File: src/rtl/frame_anim_ctrl_pkg.sv
// Shared constants, FSM encoding and offset-step helper for frame_anim_ctrl.
package anim_pkg;

  localparam int unsigned PERIOD        = 400;  // 10 bars x 40 px
  localparam int unsigned OFS_W         = 10;
  localparam int unsigned SPD_W         = 4;
  localparam int unsigned DEFAULT_SPEED = 4;

  typedef enum logic [1:0] {
    ST_START = 2'd0,
    ST_RUN   = 2'd1,
    ST_PAUSE = 2'd2
  } anim_state_e;

  // One scroll step modulo PERIOD; assumes x < PERIOD and spd <= PERIOD, so a
  // single conditional add/subtract replaces a modulo operator.
  function automatic logic [OFS_W-1:0] step_offset(input logic [OFS_W-1:0] x,
                                                   input logic [SPD_W-1:0] spd,
                                                   input logic             dir);
    logic [OFS_W:0] w_x;
    logic [OFS_W:0] w_s;
    logic [OFS_W:0] w_p;
    logic [OFS_W:0] w_t;
    w_x = {1'b0, x};
    w_s = (OFS_W+1)'(spd);
    w_p = (OFS_W+1)'(PERIOD);
    if (!dir) begin
      w_t = w_x + w_s;
      if (w_t >= w_p) w_t = w_t - w_p;
    end else if (w_x < w_s) begin
      w_t = w_x + w_p - w_s;
    end else begin
      w_t = w_x - w_s;
    end
    return w_t[OFS_W-1:0];
  endfunction

endpackage

File: src/rtl/frame_anim_ctrl_sync_2ff.sv
// Two-flop synchroniser for a bus of independent asynchronous bits.
module sync_2ff #(
  parameter int unsigned WIDTH = 1
) (
  input  logic             clk,
  input  logic             reset,
  input  logic [WIDTH-1:0] i_d,
  output logic [WIDTH-1:0] o_q
);

  logic [WIDTH-1:0] r_s1;
  logic [WIDTH-1:0] r_s2;

  // Metastability-settling chain; both stages clear on reset.
  always_ff @(posedge clk or posedge reset) begin
    if (reset) begin
      r_s1 <= '0;
      r_s2 <= '0;
    end else begin
      r_s1 <= i_d;
      r_s2 <= r_s1;
    end
  end

  assign o_q = r_s2;

endmodule

File: src/rtl/frame_anim_ctrl.sv
// Per-frame scroll controller: detects vsync rising edges in the pixel clock
// domain and advances x_offset once per frame from conditioned user switches.
// Optional speed ramp with deferred reversal: define FRAME_ANIM_RAMP_EN.
module frame_anim_ctrl
  import anim_pkg::*;
(
  input  logic             clk,
  input  logic             reset,
  input  logic             vsync,
  input  logic [SPD_W-1:0] ui_speed,
  input  logic             ui_dir,
  input  logic             ui_pause,
  output logic [OFS_W-1:0] x_offset,
  output logic             game_started,
  output logic             frame_tick,
  output logic [SPD_W-1:0] cur_speed
);

  localparam logic [SPD_W-1:0] SPD_ONE     = SPD_W'(1);
  localparam logic [SPD_W-1:0] SPD_DEFAULT = SPD_W'(DEFAULT_SPEED);

  logic [SPD_W+1:0] w_sw_sync;
  logic [SPD_W-1:0] w_spd_sync;
  logic             w_dir_sync;
  logic             w_pause_sync;
  logic [SPD_W-1:0] w_spd_eff;
  logic             w_vs_s2;
  logic             r_vs_s3;
  logic             w_edge;
  logic             r_frame_tick;

  anim_state_e      r_state;
  anim_state_e      w_state_next;
  logic [OFS_W-1:0] r_x;
  logic [OFS_W-1:0] w_x_next;
  logic             r_started;
  logic             w_started_next;
  logic [SPD_W-1:0] r_cur;
  logic [SPD_W-1:0] w_cur_next;
`ifdef FRAME_ANIM_RAMP_EN
  logic             r_dir;
  logic             w_dir_next;
`endif

  sync_2ff #(
    .WIDTH(SPD_W + 2)
  ) u_sync_sw (
    .clk  (clk),
    .reset(reset),
    .i_d  ({ui_pause, ui_dir, ui_speed}),
    .o_q  (w_sw_sync)
  );

  sync_2ff #(
    .WIDTH(1)
  ) u_sync_vs (
    .clk  (clk),
    .reset(reset),
    .i_d  (vsync),
    .o_q  (w_vs_s2)
  );

  assign w_spd_sync   = w_sw_sync[SPD_W-1:0];
  assign w_dir_sync   = w_sw_sync[SPD_W];
  assign w_pause_sync = w_sw_sync[SPD_W+1];
  // Zero speed would stall the scroll, so it is promoted to 1.
  assign w_spd_eff    = (w_spd_sync == '0) ? SPD_ONE : w_spd_sync;
  assign w_edge       = w_vs_s2 & ~r_vs_s3;

  // vsync history flop and registered frame tick.
  always_ff @(posedge clk or posedge reset) begin
    if (reset) begin
      r_vs_s3      <= 1'b0;
      r_frame_tick <= 1'b0;
    end else begin
      r_vs_s3      <= w_vs_s2;
      r_frame_tick <= w_edge;
    end
  end

  // FSM state and per-frame accumulator registers.
  always_ff @(posedge clk or posedge reset) begin
    if (reset) begin
      r_state   <= ST_START;
      r_x       <= '0;
      r_started <= 1'b0;
      r_cur     <= SPD_DEFAULT;
`ifdef FRAME_ANIM_RAMP_EN
      r_dir     <= 1'b0;
`endif
    end else begin
      r_state   <= w_state_next;
      r_x       <= w_x_next;
      r_started <= w_started_next;
      r_cur     <= w_cur_next;
`ifdef FRAME_ANIM_RAMP_EN
      r_dir     <= w_dir_next;
`endif
    end
  end

  // Next-state logic; everything holds except on a vsync edge cycle.
  always_comb begin
    w_state_next   = r_state;
    w_x_next       = r_x;
    w_started_next = r_started;
    w_cur_next     = r_cur;
`ifdef FRAME_ANIM_RAMP_EN
    w_dir_next     = r_dir;
`endif
    if (w_edge) begin
      case (r_state)
        ST_START: begin
          w_state_next   = ST_RUN;
          w_started_next = 1'b1;
        end
        ST_RUN: begin
          if (w_pause_sync) begin
            w_state_next = ST_PAUSE;
          end else begin
`ifdef FRAME_ANIM_RAMP_EN
            // A pending reversal first ramps down to 1, then flips and climbs.
            if (w_dir_sync != r_dir) begin
              if (r_cur > SPD_ONE) begin
                w_cur_next = r_cur - SPD_ONE;
              end else begin
                w_dir_next = w_dir_sync;
                w_cur_next = (w_spd_eff > r_cur) ? r_cur + SPD_ONE : r_cur;
              end
            end else if (w_spd_eff > r_cur) begin
              w_cur_next = r_cur + SPD_ONE;
            end else if (w_spd_eff < r_cur) begin
              w_cur_next = r_cur - SPD_ONE;
            end
            w_x_next = step_offset(r_x, w_cur_next, w_dir_next);
`else
            w_cur_next = w_spd_eff;
            w_x_next   = step_offset(r_x, w_spd_eff, w_dir_sync);
`endif
          end
        end
        ST_PAUSE: begin
          if (!w_pause_sync) w_state_next = ST_RUN;
        end
        default: w_state_next = ST_START;
      endcase
    end
  end

  assign x_offset     = r_x;
  assign game_started = r_started;
  assign frame_tick   = r_frame_tick;
  assign cur_speed    = r_cur;

endmodule

File: config.mk
export PLATFORM = sky130hd
export DESIGN_NAME = frame_anim_ctrl
export DESIGN_NICKNAME = d
export VERILOG_FILES = /design/src/rtl/frame_anim_ctrl_pkg.sv /design/src/rtl/frame_anim_ctrl_sync_2ff.sv /design/src/rtl/frame_anim_ctrl.sv
export SDC_FILE = /design/constraint.sdc
export NUM_CORES = 1
export LEC_CHECK = 0
export ABC_AREA = 1
export CORE_MARGIN = 2
export CORE_UTILIZATION = 38
export DETAILED_ROUTE_END_ITERATION = 8
export DONT_BUFFER_PORTS = 1
export PLACE_DENSITY = 0.5
export SLEW_MARGIN = 20
export SYNTH_ARGS = -nofsm -noshare
export SYNTH_HDL_FRONTEND = slang
export SYNTH_HIERARCHICAL = 1
export SYNTH_SLANG_ARGS = --single-unit
File: constraint.sdc
create_clock -name clk -period 6.25 [get_ports clk]
set_clock_uncertainty 0.05 [all_clocks]
set_input_delay 0.9375 -clock clk [delete_from_list [all_inputs] [get_ports clk]]
set_output_delay 0.9375 -clock clk [all_outputs]
set_load 0.01 [all_outputs]
Word level (Yosys, flattened, before mapping). Index checks and enable logic that the tools add are counted.

Bits of input ports: 9. Register bits after elaboration: 33. Output and inout port bits: 16.

Mux-type cells: 7. Magnitude comparators: 2. $add $sub $neg: 5. Bitwise gates (word level): 3. Reduce and logical (&&, ||, !) cells: 5. Equality and inequality tests: 4.

Operators by type and width (number): $mux W10 (3); $sub A10 B4 Y10 (2); $add A10 B4 Y11 (1); $ge A11 B9 Y1 const B (1); $add A10 B9 Y10 const B (1); $lt A10 B4 Y1 (1); $sub A10 B9 Y10 const B (1); $pmux W2 S3 (1); $reduce_and A3 Y1 (2); $logic_not A4 Y1 (1); $mux W2 (2); $mux W4 (1); $eq A2 B1 Y1 const B (1); $eq A2 B2 Y1 const B (1); $logic_not A2 Y1 (1); $ne A2 B1 Y1 const B (1); $ne A2 B2 Y1 const B (1); $not A1 Y1 (2); $reduce_and A2 Y1 (1); $and A1 B1 Y1 (1).

Longest topological paths before layout. Gate-level depths: netlist of the first run.

Depth after elaboration: 6. Gate-level depth with buffers: 17. Depth with buffers taken out: 17.

By module. Netlist of the first run, hierarchy kept.

By module, submodules not included: frame_anim_ctrl (seq. area each 476.7 um2, cells each 316, times used 1, area each 2138.3 um2); sync_2ff at u_sync_sw (seq. area each 300.3 um2, cells each 13, times used 1, area each 304.0 um2); sync_2ff at u_sync_vs (seq. area each 50.0 um2, cells each 3, times used 1, area each 53.8 um2).

Worst setup path after synthesis of the first run. No wires, ideal clock.

Path kind: flip-flop to flip-flop. From: register u_sync_sw.r_s2[1] (netlist: u_sync_sw/o_q[1]). To: register r_x[9] (netlist: x_offset[9]). Period minus slack after synthesis: 2.384 ns. Cell stages (with the launch flop): 15. Data arrival time: 2.261 ns. Path slack: 3.866 ns. Library setup time: 0.073 ns. Required time: 6.127 ns. Buffers on the path: 0. Cells stage by stage: dfrtp_1 > inv_1 > a31o_2 > ha_1 > inv_1 > ha_1 > inv_1 > fa_1 > o21ai_0 > nand2_1 > a21oi_1 > o21ai_0 > nand2_1 > a21oi_1 > a21oi_2.

Cells in the longest elaborated chain, start to end: 6. Elaborated cells between the ends (all ways): 11. Classes of those cells: add/sub (4); order compare (2); mux (4); reduce/logical (1).

RTL lines: from (decl) (RTL line frame_anim_ctrl_sync_2ff.sv:12) `logic [WIDTH-1:0] r_s2;`; from (signal assigned) (RTL line frame_anim_ctrl_sync_2ff.sv:21) `r_s2 <= r_s1;`; $logic_not A4 Y1 (*) (RTL line frame_anim_ctrl.sv:67) `assign w_spd_eff = (w_spd_sync == '0) ? SPD_ONE : w_spd_sync;`; $mux W4 (*) (RTL line frame_anim_ctrl.sv:67); named net w_spd_eff[0] (RTL line frame_anim_ctrl.sv:26) `logic [SPD_W-1:0] w_spd_eff;`; $add A10 B4 Y11 (RTL line frame_anim_ctrl_pkg.sv:28) `w_t = w_x + w_s;`; $sub A10 B9 Y10 or $ge A11 B9 Y1 (tied branches) (RTL line frame_anim_ctrl_pkg.sv:29) `if (w_t >= w_p) w_t = w_t - w_p;`; $mux W10 (RTL line frame_anim_ctrl_pkg.sv:29); $mux W10 (*) (RTL line frame_anim_ctrl_pkg.sv:27) `if (!dir) begin`; to (signal assigned) (RTL line frame_anim_ctrl.sv:93) `r_x <= w_x_next;`; to (decl) (RTL line frame_anim_ctrl.sv:34) `logic [OFS_W-1:0] r_x;`.

Mark *: on every way through the listed nets, which the timed path passes. The rest lies on a longest branch. A chain may end at the register's enable or synchronous reset.

Final worst setup path of the first run.
From: register u_sync_sw.r_s2[2] (netlist: u_sync_sw/o_q[2]). To: register r_x[7] (netlist: x_offset[7]).

Cells in the longest elaborated chain, start to end: 6. Elaborated cells between the ends (all ways): 11. Classes of those cells: add/sub (4); order compare (2); mux (4); reduce/logical (1).

RTL lines (RTL line): $logic_not A4 Y1 (frame_anim_ctrl.sv:67); $mux W4 (*) (frame_anim_ctrl.sv:67); $add A10 B4 Y11 (frame_anim_ctrl_pkg.sv:28); $sub A10 B9 Y10 or $ge A11 B9 Y1 (tied branches) (frame_anim_ctrl_pkg.sv:29); $mux W10 (frame_anim_ctrl_pkg.sv:29); $mux W10 (*) (frame_anim_ctrl_pkg.sv:27).

Mark *: on every way between the ends. The rest lies on a longest branch, timed or not.

==> out/results.ini, run 1 <==
[status]
status=completed

[clock_tree]
cts_setup_buffers=0
ctsHoldBuffers=0
cts-buffers-inserted=5
cts_tree=built
cts_root_buffer=clkbuf_8
clock_latency_ns=0.29
max-clock-path-buffers=2
h-tree-depth=2
clk_pin_slew_worst_paths_ns=0.08
clock-sinks=33
cts-resized-gates=0

[yosys]
yosys.area.top_type=dfrtp_1
synth_commonest_cells=86 x nand2_1, 43 x inv_1, 32 x dfrtp_1
synth_async_sr_flop_share_pct=100
synth-xor-area-share_pct=2.81
synth_top_family_by_area=simple AND/OR/NAND/NOR gates
synthesis.area_um2=2500
synth.most_common_cell=nand2_1
synth_nets=366
synthSimpleGateAreaFrac_pct=30.8
synth_fa_ha_area_share_pct=14.0
synth_cells=332
synth.avg_cell_area_um2=7.52
netlist.area_leader.share_pct=32.1
yosys.cell_types.count=38
yosysWarningCount=6
synthMuxAreaShare_pct=0
synth_edf_count=0
synth_seq_cells=33
yosysSeqAreaShare_pct=33.1
netlist_top_cells_area=dfrtp_1 32%, nand2_1 13%, ha_1 10%
ys.flop_type=dfrtp_1
synth_compound_area_share_pct=9.97

[hold_path]
min-delay-start=u_sync_sw/r_s1[3]$_DFF_PP0_
hold_path.class=flop to flop

[global_route]
grt_max_degree=20
overflow=0
use_met1_pct=27.4
busiest_layer=met2
grt_pass1_vias=2165
grt_use_met2_pct=29.2
antenna_found_initial=0
use_met3_pct=4.47
grt_use_total_pct=19.0
grt_pass1_wl_um=10900

[power]
irDropWorstVdd_mv=0.241
pwr-share-comb_pct=55.6
power.sequential.fraction_pct=27.2
power.leakage_nw=1.37
power_mw=1.46
p_switching_uw=740
p_int_uw=724
pwr-share-clk_pct=17.2
power_density_nw_per_um2=544
p_sw_share_pct=50.6

[critical_path]
cp_num_buf_inv=3
required_ns=6.43
critPathSlowestCell=ha_1
critPathLaunch=u_sync_sw/o_q[2]$_DFF_PP0_
crit_fanout=9
path_class=flop to flop
r2r_slack_ns=3.33
critical_path_arrival_ns=3.10
crit_family=adder cells
r2r_start=u_sync_sw/o_q[2]$_DFF_PP0_
max_stage_delay_ns=0.52
start_kind=flop
end_kind=flop
path_cells=inv_1 -> ha_1 -> inv_1 -> fa_1 -> o21ai_0 -> nand2_1 -> nand2_1 -> nor2_1 -> o21ai_1 -> nand3_1 -> nand2_1 -> inv_1 -> a21oi_2

[timing]
final.setup.tns_ns=0
period_minus_slack_ns=2.92
fin_crit_sh_pct=46.7
worst_hold_slack_ns=0.296
relSlewSlack_pct=45.7
max_clock_freq_ghz=0.343
rsz0062_at_grt=no
slew_violations=0
hold_viol=0
tightest_slew_ns=0.814
setup_slack_ns=3.33
setup_viol=0

[place]
gp_congestion=0.855
dp_hpwl_um=4800
place_ws_ns=3.39
io_buffers=0

[routing]
drcViolationCount=0
avgRoutedWirePerCell_um=15.1
drt-vias-per-instance=5.13
drtAntennaViolNets=0
first_iter_violations=100
dr.pass1.iters=4
vias=2105
wirelength_um=6200

[cells_and_area]
fin_nets=366
fillCellCount=646
seqCellArea_um2=827
synthToLayoutAreaGrowth_pct=7.82
final_layout_size_suffix_gt1_share_pct=11.7
multi_input_area_um2=1440
antenna_cells=0

[die]
core_um2=6350
die_x_um=85.1
die-area_um2=7230
start_util_pct=39.3
pin_count=25
row_count=29
die_h_um=85.1

[flow_run]
cap_violations=0

[kinds of logic (layout without fill, tap and decap cells)]
family	after synthesis	after routing
AO/OA/AOI/OAI	42	42
XOR/XNOR	8	8
adder cells (fa/ha/maj)	25	25
buffers and inverters	58	59
flip-flops	33	33
AND/OR/NAND/NOR	166	166
[power groups by stage]
| stage | sequential [mW] | combinational (mW) | clock, mW |
|---|---|---|---|
| floorplan | 0.353 | 0.679 | 0 |
| global placement | 0.403 | 0.808 | 0 |
| detailed placement | 0.402 | 0.807 | 0 |
| CTS | 0.398 | 0.814 | 0.256 |
| global route | 0.410 | 0.946 | 0.265 |
| finish | 0.398 | 0.814 | 0.252 |
[placed cells by master (no fill, tap or decap)]
master / netlist / layout
nand3b_1: 1 / 1
inv_2: 6 / 6
ha_1: 20 / 20
nor2_4: 1 / 1
clkinv_1: 2 / 2
a21oi_1: 14 / 14
nand3_2: 4 / 4
a211oi_1: 1 / 1
nor3_1: 4 / 4
nand2_1: 86 / 86
nand2_4: 2 / 2
xor2_1: 6 / 6
o21a_1: 1 / 1
nor2_1: 24 / 24
a31oi_1: 1 / 1
a31o_2: 2 / 2
dfrtp_1: 32 / 32
inv_1: 43 / 43
nor2_2: 1 / 1
o211ai_1: 1 / 1
and2_1: 1 / 1
nand3_4: 1 / 1
a22oi_1: 2 / 2
fa_1: 5 / 5
o21ai_0: 14 / 14
nand3_1: 25 / 25
clkbuf_8: 0 / 5
o21ai_1: 1 / 1
o31ai_1: 1 / 1
nand4_1: 7 / 7
xnor2_1: 2 / 2
a21oi_2: 4 / 4
nand2_2: 8 / 8
or2_2: 1 / 1
bufinv_16: 0 / 2
dfstp_2: 1 / 1
inv_6: 0 / 1
[worst paths after layout]
path                       depth (start not counted)                    endpoint
max in group asynchronous                          1     x_offset[5]$_DFFE_PP0P_
max reg2reg                                       13     x_offset[7]$_DFFE_PP0P_
min in group asynchronous                          1    u_sync_vs/r_s1$_DFF_PP0_
max                                               13     x_offset[7]$_DFFE_PP0P_
min                                                0  u_sync_sw/o_q[3]$_DFF_PP0_
min reg2reg                                        0  u_sync_sw/o_q[3]$_DFF_PP0_
[final cells by class]
type | count | share of cell area (%)
sequential | 33 | 30.7
tap | 77 | 3.58
clock inverter | 3 | 2.56
inverter | 51 | 7.11
clock buffer | 5 | 2.56
multi-input combinational | 241 | 53.5
[worst register-to-register path: cells and delay by family (launching register included)]
kind / cells / cell delay, ns
AOI/OAI and AO/OA: 3 / 0.62
and+or+nand+nor: 5 / 0.43
buffers and inverters: 3 / 0.34
adders and majority gates: 2 / 0.97
DFF: 1 / 0.46
[flip-flops by register name (all words and copies together), names as in the netlist]
name,count
u_sync_vs/o_q,1
cur_speed,4
x_offset,10
frame_tick,1
r_vs_s3,1
u_sync_sw/o_q,6
r_state,2
u_sync_vs/r_s1,1
u_sync_sw/r_s1,6
game_started,1
[layer usage]
layer / part of all wire (%) / vias to the layer above / routed length, um
met1: 48 / 993 / 2950
li1: - / 1057 / -
met3: 5.6 / 9 / 350
met2: 45 / 46 / 2790
met5: 0 / - / 0
met4: 1.6 / 0 / 101
[metrics by stage]
step                      std cells  util (%)  area, um2
after floorplan                 332         -       2500
after global placement          402      40.2       2550
after detailed placement        402      40.2       2550
after CTS                       410      42.4       2690
after global routing            410      42.4       2690
final                           410      42.4       2690
Power figures use the tool's default switching activity.
==> run 2, diff against run 1 <==
==> constraint.sdc (replaced) <==
create_clock -name clk -period 3 [get_ports clk]
set_clock_uncertainty 0.05 [all_clocks]
set_input_delay 0.45 -clock clk [delete_from_list [all_inputs] [get_ports clk]]
set_output_delay 0.45 -clock clk [all_outputs]
set_load 0.01 [all_outputs]
==> out/results.ini, run 2 (synthesized netlist as in run 1, its figures left out) <==
[critical_path]
r2r_start=u_sync_sw/o_q[2]$_DFF_PP0_
path_class=flop to flop
rr_endpoint=x_offset[9]$_DFFE_PP0P_
crit_fanout=4
end_kind=flop
reg2reg_depth=14
start_kind=flop
required_ns=3.18
critical_path_arrival_ns=2.95
r2r_slack_ns=0.23

[clock_tree]
cts_root_buffer=clkbuf_8
cts_setup_buffers=0
clock-sinks=33
clock_latency_ns=0.29
cts_tree=built
h-tree-depth=2
clk_pin_slew_worst_paths_ns=0.08
cts-buffers-inserted=5
max-clock-path-buffers=2

[global_route]
antenna_found_initial=0
overflow=0
grt_pass1_vias=2212
grt_pass1_wl_um=10800
grt_max_degree=20
grt_use_total_pct=18.6

[cells_and_area]
synthToLayoutAreaGrowth_pct=9.42
final_cell_mix=86 x nand2_1, 43 x inv_1, 32 x dfrtp_1
largest_reg_flops=10
fin_nets=371
antenna_cells=0
final_layout_size_suffix_gt1_share_pct=12.7
fillCellCount=672
final_common_cell=nand2_1

[place]
io_buffers=0
dp_hpwl_um=4860
gp_congestion=0.843
place_ws_ns=0.175

[die]
die_h_um=85.1
die-area_um2=7230
start_util_pct=39.3
die_x_um=85.1
row_count=29
core_um2=6350
pin_count=25

[routing]
dr.pass1.iters=4
drt-vias-per-instance=5.17
wirelength_um=6220
first_iter_violations=101
drtAntennaViolNets=0
vias=2144
drcViolationCount=0
avgRoutedWirePerCell_um=15.0

[timing]
fin_crit_sh_pct=92.4
tightest_slew_ns=0.779
final.setup.tns_ns=0
slew_violations=0
hold_viol=0
setup_slack_ns=0.228
setup_viol=0
rsz0062_at_grt=no
relSlewSlack_pct=48.0
period_minus_slack_ns=2.77
max_clock_freq_ghz=0.361

[power]
p_sw_share_pct=50.1
pwr-share-clk_pct=16.8
power_mw=3.08
power.leakage_nw=1.40
irDropWorstVdd_mv=0.424
power.sequential.fraction_pct=25.8
p_switching_mw=1.54
p_int_mw=1.54
pwr-share-comb_pct=57.4
power_density_nw_per_um2=1130

[flow_run]
cap_violations=0

[status]
status=completed

[hold_path]
hold_path.class=input port to async pin

==> run 2: changes by cell type in the layout (fill, tap and decap cells not counted), sizes merged <==
cell | before | now
buf | 0 | 4
dlygate4sd3 | 0 | 1
==> run 2: routing by layer <==
layer,vias up,GRT usage [%],wire (um)
met4,0,4.62,74
met2,44,29.6,2790
met1,1022,25.8,3050
li1,1070,-,-
met5,-,0,0
met3,8,4.38,302
==> run 2: critical path, cell delays in order, from the launching register on <==
cell and delay, ns:
dfrtp_1 0.45, inv_1 0.12, a31o_2 0.29, ha_1 0.18
inv_1 0.05, ha_1 0.13, inv_1 0.07, fa_1 0.40
o21ai_1 0.25, nand2_1 0.10, a21oi_1 0.19, o21ai_0 0.11
nand2_1 0.08, a21oi_1 0.08, a21oi_2 0.15
==> run 2: worst max-delay path by stage <==
| stage | start | endpoint | slack, ns | cells past startpoint |
|---|---|---|---|---|
| 5_1_grt | u_sync_sw/o_q[2]$_DFF_PP0_ | x_offset[7]$_DFFE_PP0P_ | 0.03 | 16 |
| 2_1_floorplan | u_sync_sw/o_q[1]$_DFF_PP0_ | x_offset[9]$_DFFE_PP0P_ | 0.62 | 14 |
| 3_5_place_dp | u_sync_sw/o_q[2]$_DFF_PP0_ | x_offset[9]$_DFFE_PP0P_ | 0.18 | 14 |
| 3_3_place_gp | u_sync_sw/o_q[2]$_DFF_PP0_ | x_offset[7]$_DFFE_PP0P_ | 0.17 | 16 |
| 4_1_cts | u_sync_sw/o_q[2]$_DFF_PP0_ | x_offset[9]$_DFFE_PP0P_ | 0.15 | 14 |
| 6_report | u_sync_sw/o_q[2]$_DFF_PP0_ | x_offset[9]$_DFFE_PP0P_ | 0.23 | 14 |
==> run 2: what timing repair did <==
action	CTS	global route
endpoints found under the setup margin	0	2
hold buffers	1	0
resized for setup	0	1
hold endpoints to repair	13	0
==> run 2: per-stage QoR <==
step,hold WS [ns],cells,instance area (um2),utilization (%)
3_5_place_dp,0.148,406,2580,40.7
2_1_floorplan,0.141,332,2500,-
5_1_grt,0.112,415,2730,43.0
6_report,0.133,415,2730,43.0
3_3_place_gp,0.149,406,2580,40.7
4_1_cts,0.125,415,2730,43.0
==> run 2: cell type report <==
class	count	area (um2)	area share, %
Multi-Input combinational cell	241	1440	52.7
Sequential cell	33	827	30.3
Inverter	51	191	7.01
Tap cell	77	96.3	3.53
Clock buffer	5	68.8	2.52
Clock inverter	3	68.8	2.52
Timing Repair Buffer	5	40.0	1.47
==> run 2: power groups by stage <==
stage	Clock [mW]	Sequential [mW]	Combinational (mW)
after CTS	0.530	0.795	1.76
after floorplan	0	0.735	1.41
after global placement	0	0.804	1.75
after global routing	0.551	0.820	2.03
final	0.519	0.794	1.77
after detailed placement	0	0.805	1.75
==> run 3, diff against run 2 <==
--- a/config.mk
+++ b/config.mk
@@ -6,11 +6,14 @@
 export NUM_CORES = 1
 export LEC_CHECK = 0
 export ABC_AREA = 1
-export CORE_MARGIN = 2
+export CELL_PAD_IN_SITES_DETAIL_PLACEMENT = 1
+export CELL_PAD_IN_SITES_GLOBAL_PLACEMENT = 1
+export CORE_MARGIN = 3
 export CORE_UTILIZATION = 38
+export CTS_CLUSTER_DIAMETER = 150
 export DETAILED_ROUTE_END_ITERATION = 8
 export DONT_BUFFER_PORTS = 1
-export PLACE_DENSITY = 0.5
+export PLACE_DENSITY = 0.65
 export SLEW_MARGIN = 20
 export SYNTH_ARGS = -nofsm -noshare
 export SYNTH_HDL_FRONTEND = slang
==> out/results.ini, run 3 (synthesized netlist as in run 1, its figures left out) <==
[die]
die_h_um=87.1
pin_count=25
die_x_um=87.1
core_um2=6130
row_count=28
start_util_pct=40.7
die-area_um2=7580

[global_route]
grt_pass1_wl_um=12500
grt_max_degree=20
overflow=0
antenna_found_initial=0
grt_pass1_vias=2358
grt_use_total_pct=21.7

[timing]
setup_viol=0
max_clock_freq_ghz=0.365
fin_crit_sh_pct=91.3
relSlewSlack_pct=43.2
tightest_slew_ns=0.851
hold_viol=3
period_minus_slack_ns=2.74
final.setup.tns_ns=0
slew_violations=0
rsz0062_at_grt=no
worst_hold_slack_ns=-0.0121

[clock_tree]
clock_latency_ns=0.30
cts_tree=built
cts-buffers-inserted=5
max-clock-path-buffers=2
cts_root_buffer=clkbuf_8
h-tree-depth=2
clk_pin_slew_worst_paths_ns=0.09
cts_setup_buffers=0
clock-sinks=33

[status]
violations=negative hold slack
status=finished with violations

[routing]
drcViolationCount=0
first_iter_violations=116
drtAntennaViolNets=0
drt-vias-per-instance=5.18
vias=2145
avgRoutedWirePerCell_um=17.6
wirelength_um=7300
dr.pass1.iters=4

[cells_and_area]
final_cell_mix=86 x nand2_1, 43 x inv_1, 31 x dfrtp_1
final_common_cell=nand2_1
fillCellCount=778
antenna_cells=0
synthToLayoutAreaGrowth_pct=9.82
final_layout_size_suffix_gt1_share_pct=13.6
fin_nets=372
final_util_pct=44.7
fin_cells=414
largest_reg_flops=10

[critical_path]
critPathLaunch=u_sync_sw/o_q[2]$_DFF_PP0_
start_kind=flop
path_class=flop to flop
r2r_start=u_sync_sw/o_q[2]$_DFF_PP0_
critical_path_arrival_ns=2.89
end_kind=flop
crit_fanout=9
required_ns=3.15

[power]
power_density_nw_per_um2=1170
power.leakage_nw=1.40
irDropWorstVdd_mv=0.509
power_mw=3.20

[flow_run]
cap_violations=0

[place]
dp_hpwl_um=5670
dp.cells=405
io_buffers=0
gp_congestion=0.857

[hold_path]
hold_path.class=input port to async pin

run 3: cell count changes in the layout (fill, tap and decap cells not counted), sizes merged:
cell,delta
buf,+1
run 3: cell type report:
cell class	instances	area [um2]	area share (%)
Multi-Input combinational cell	241	1440	52.6
Sequential cell	33	828	30.2
Inverter	51	191	6.98
Tap cell	75	93.8	3.42
Clock buffer	5	68.8	2.51
Clock inverter	3	68.8	2.51
Timing Repair Buffer	6	47.5	1.73
run 3: critical path, cell delays in order, from the launching register on:
cell	delay (ns)
dfrtp_1	0.42
inv_1	0.10
a31o_2	0.29
ha_1	0.21
fa_1	0.41
o21a_1	0.24
nand3_1	0.11
inv_2	0.07
nand3_2	0.15
o21ai_0	0.10
a21oi_1	0.27
o21ai_0	0.12
o21ai_0	0.11
run 3: per-layer routing:
metal / global-route usage (%) / up-vias / share of wire, %
met2: 34.9 / 24 / 47
met3: 3.31 / 7 / 3.1
li1: - / 1060 / -
met4: 4.25 / 0 / 0.88
met5: 0 / - / 0
met1: 31.0 / 1054 / 49
run 3: what timing repair did:
| action | 4_1_cts | 5_1_grt |
|---|---|---|
| resized for setup | 0 | 3 |
| hold buffers | 1 | 0 |
| hold endpoints to repair | 2 | 0 |
| setup endpoints to repair | 0 | 2 |
run 3: final timing paths:
kind                                                to  slack, ns  cells after the start
setup / recovery               x_offset[3]$_DFFE_PP0P_       0.26                     12
hold / removal              u_sync_sw/o_q[3]$_DFF_PP0_      -0.01                      1
setup reg to reg               x_offset[3]$_DFFE_PP0P_       0.26                     12
hold reg to reg             u_sync_sw/o_q[3]$_DFF_PP0_       0.29                      0
max in group asynchronous       r_state[0]$_DFFE_PP0P_       2.20                      1
min in group clk           u_sync_sw/r_s1[0]$_DFF_PP0_       0.14                      0
run 3: report_power, final:
part | internal [mW] | total [mW] | switching, mW
combinational | 0.656 | 1.88 | 1.23
clock | 0.335 | 0.521 | 0.187
sequential | 0.566 | 0.792 | 0.226
total | 1.56 | 3.20 | 1.64
run 3: through the flow:
step / instance area, um2 / setup WS [ns]
5_1_grt: 2740 / 0.0209
6_report: 2740 / 0.262
3_5_place_dp: 2590 / 0.164
4_1_cts: 2740 / 0.117
3_3_place_gp: 2590 / 0.206
2_1_floorplan: 2500 / 0.616
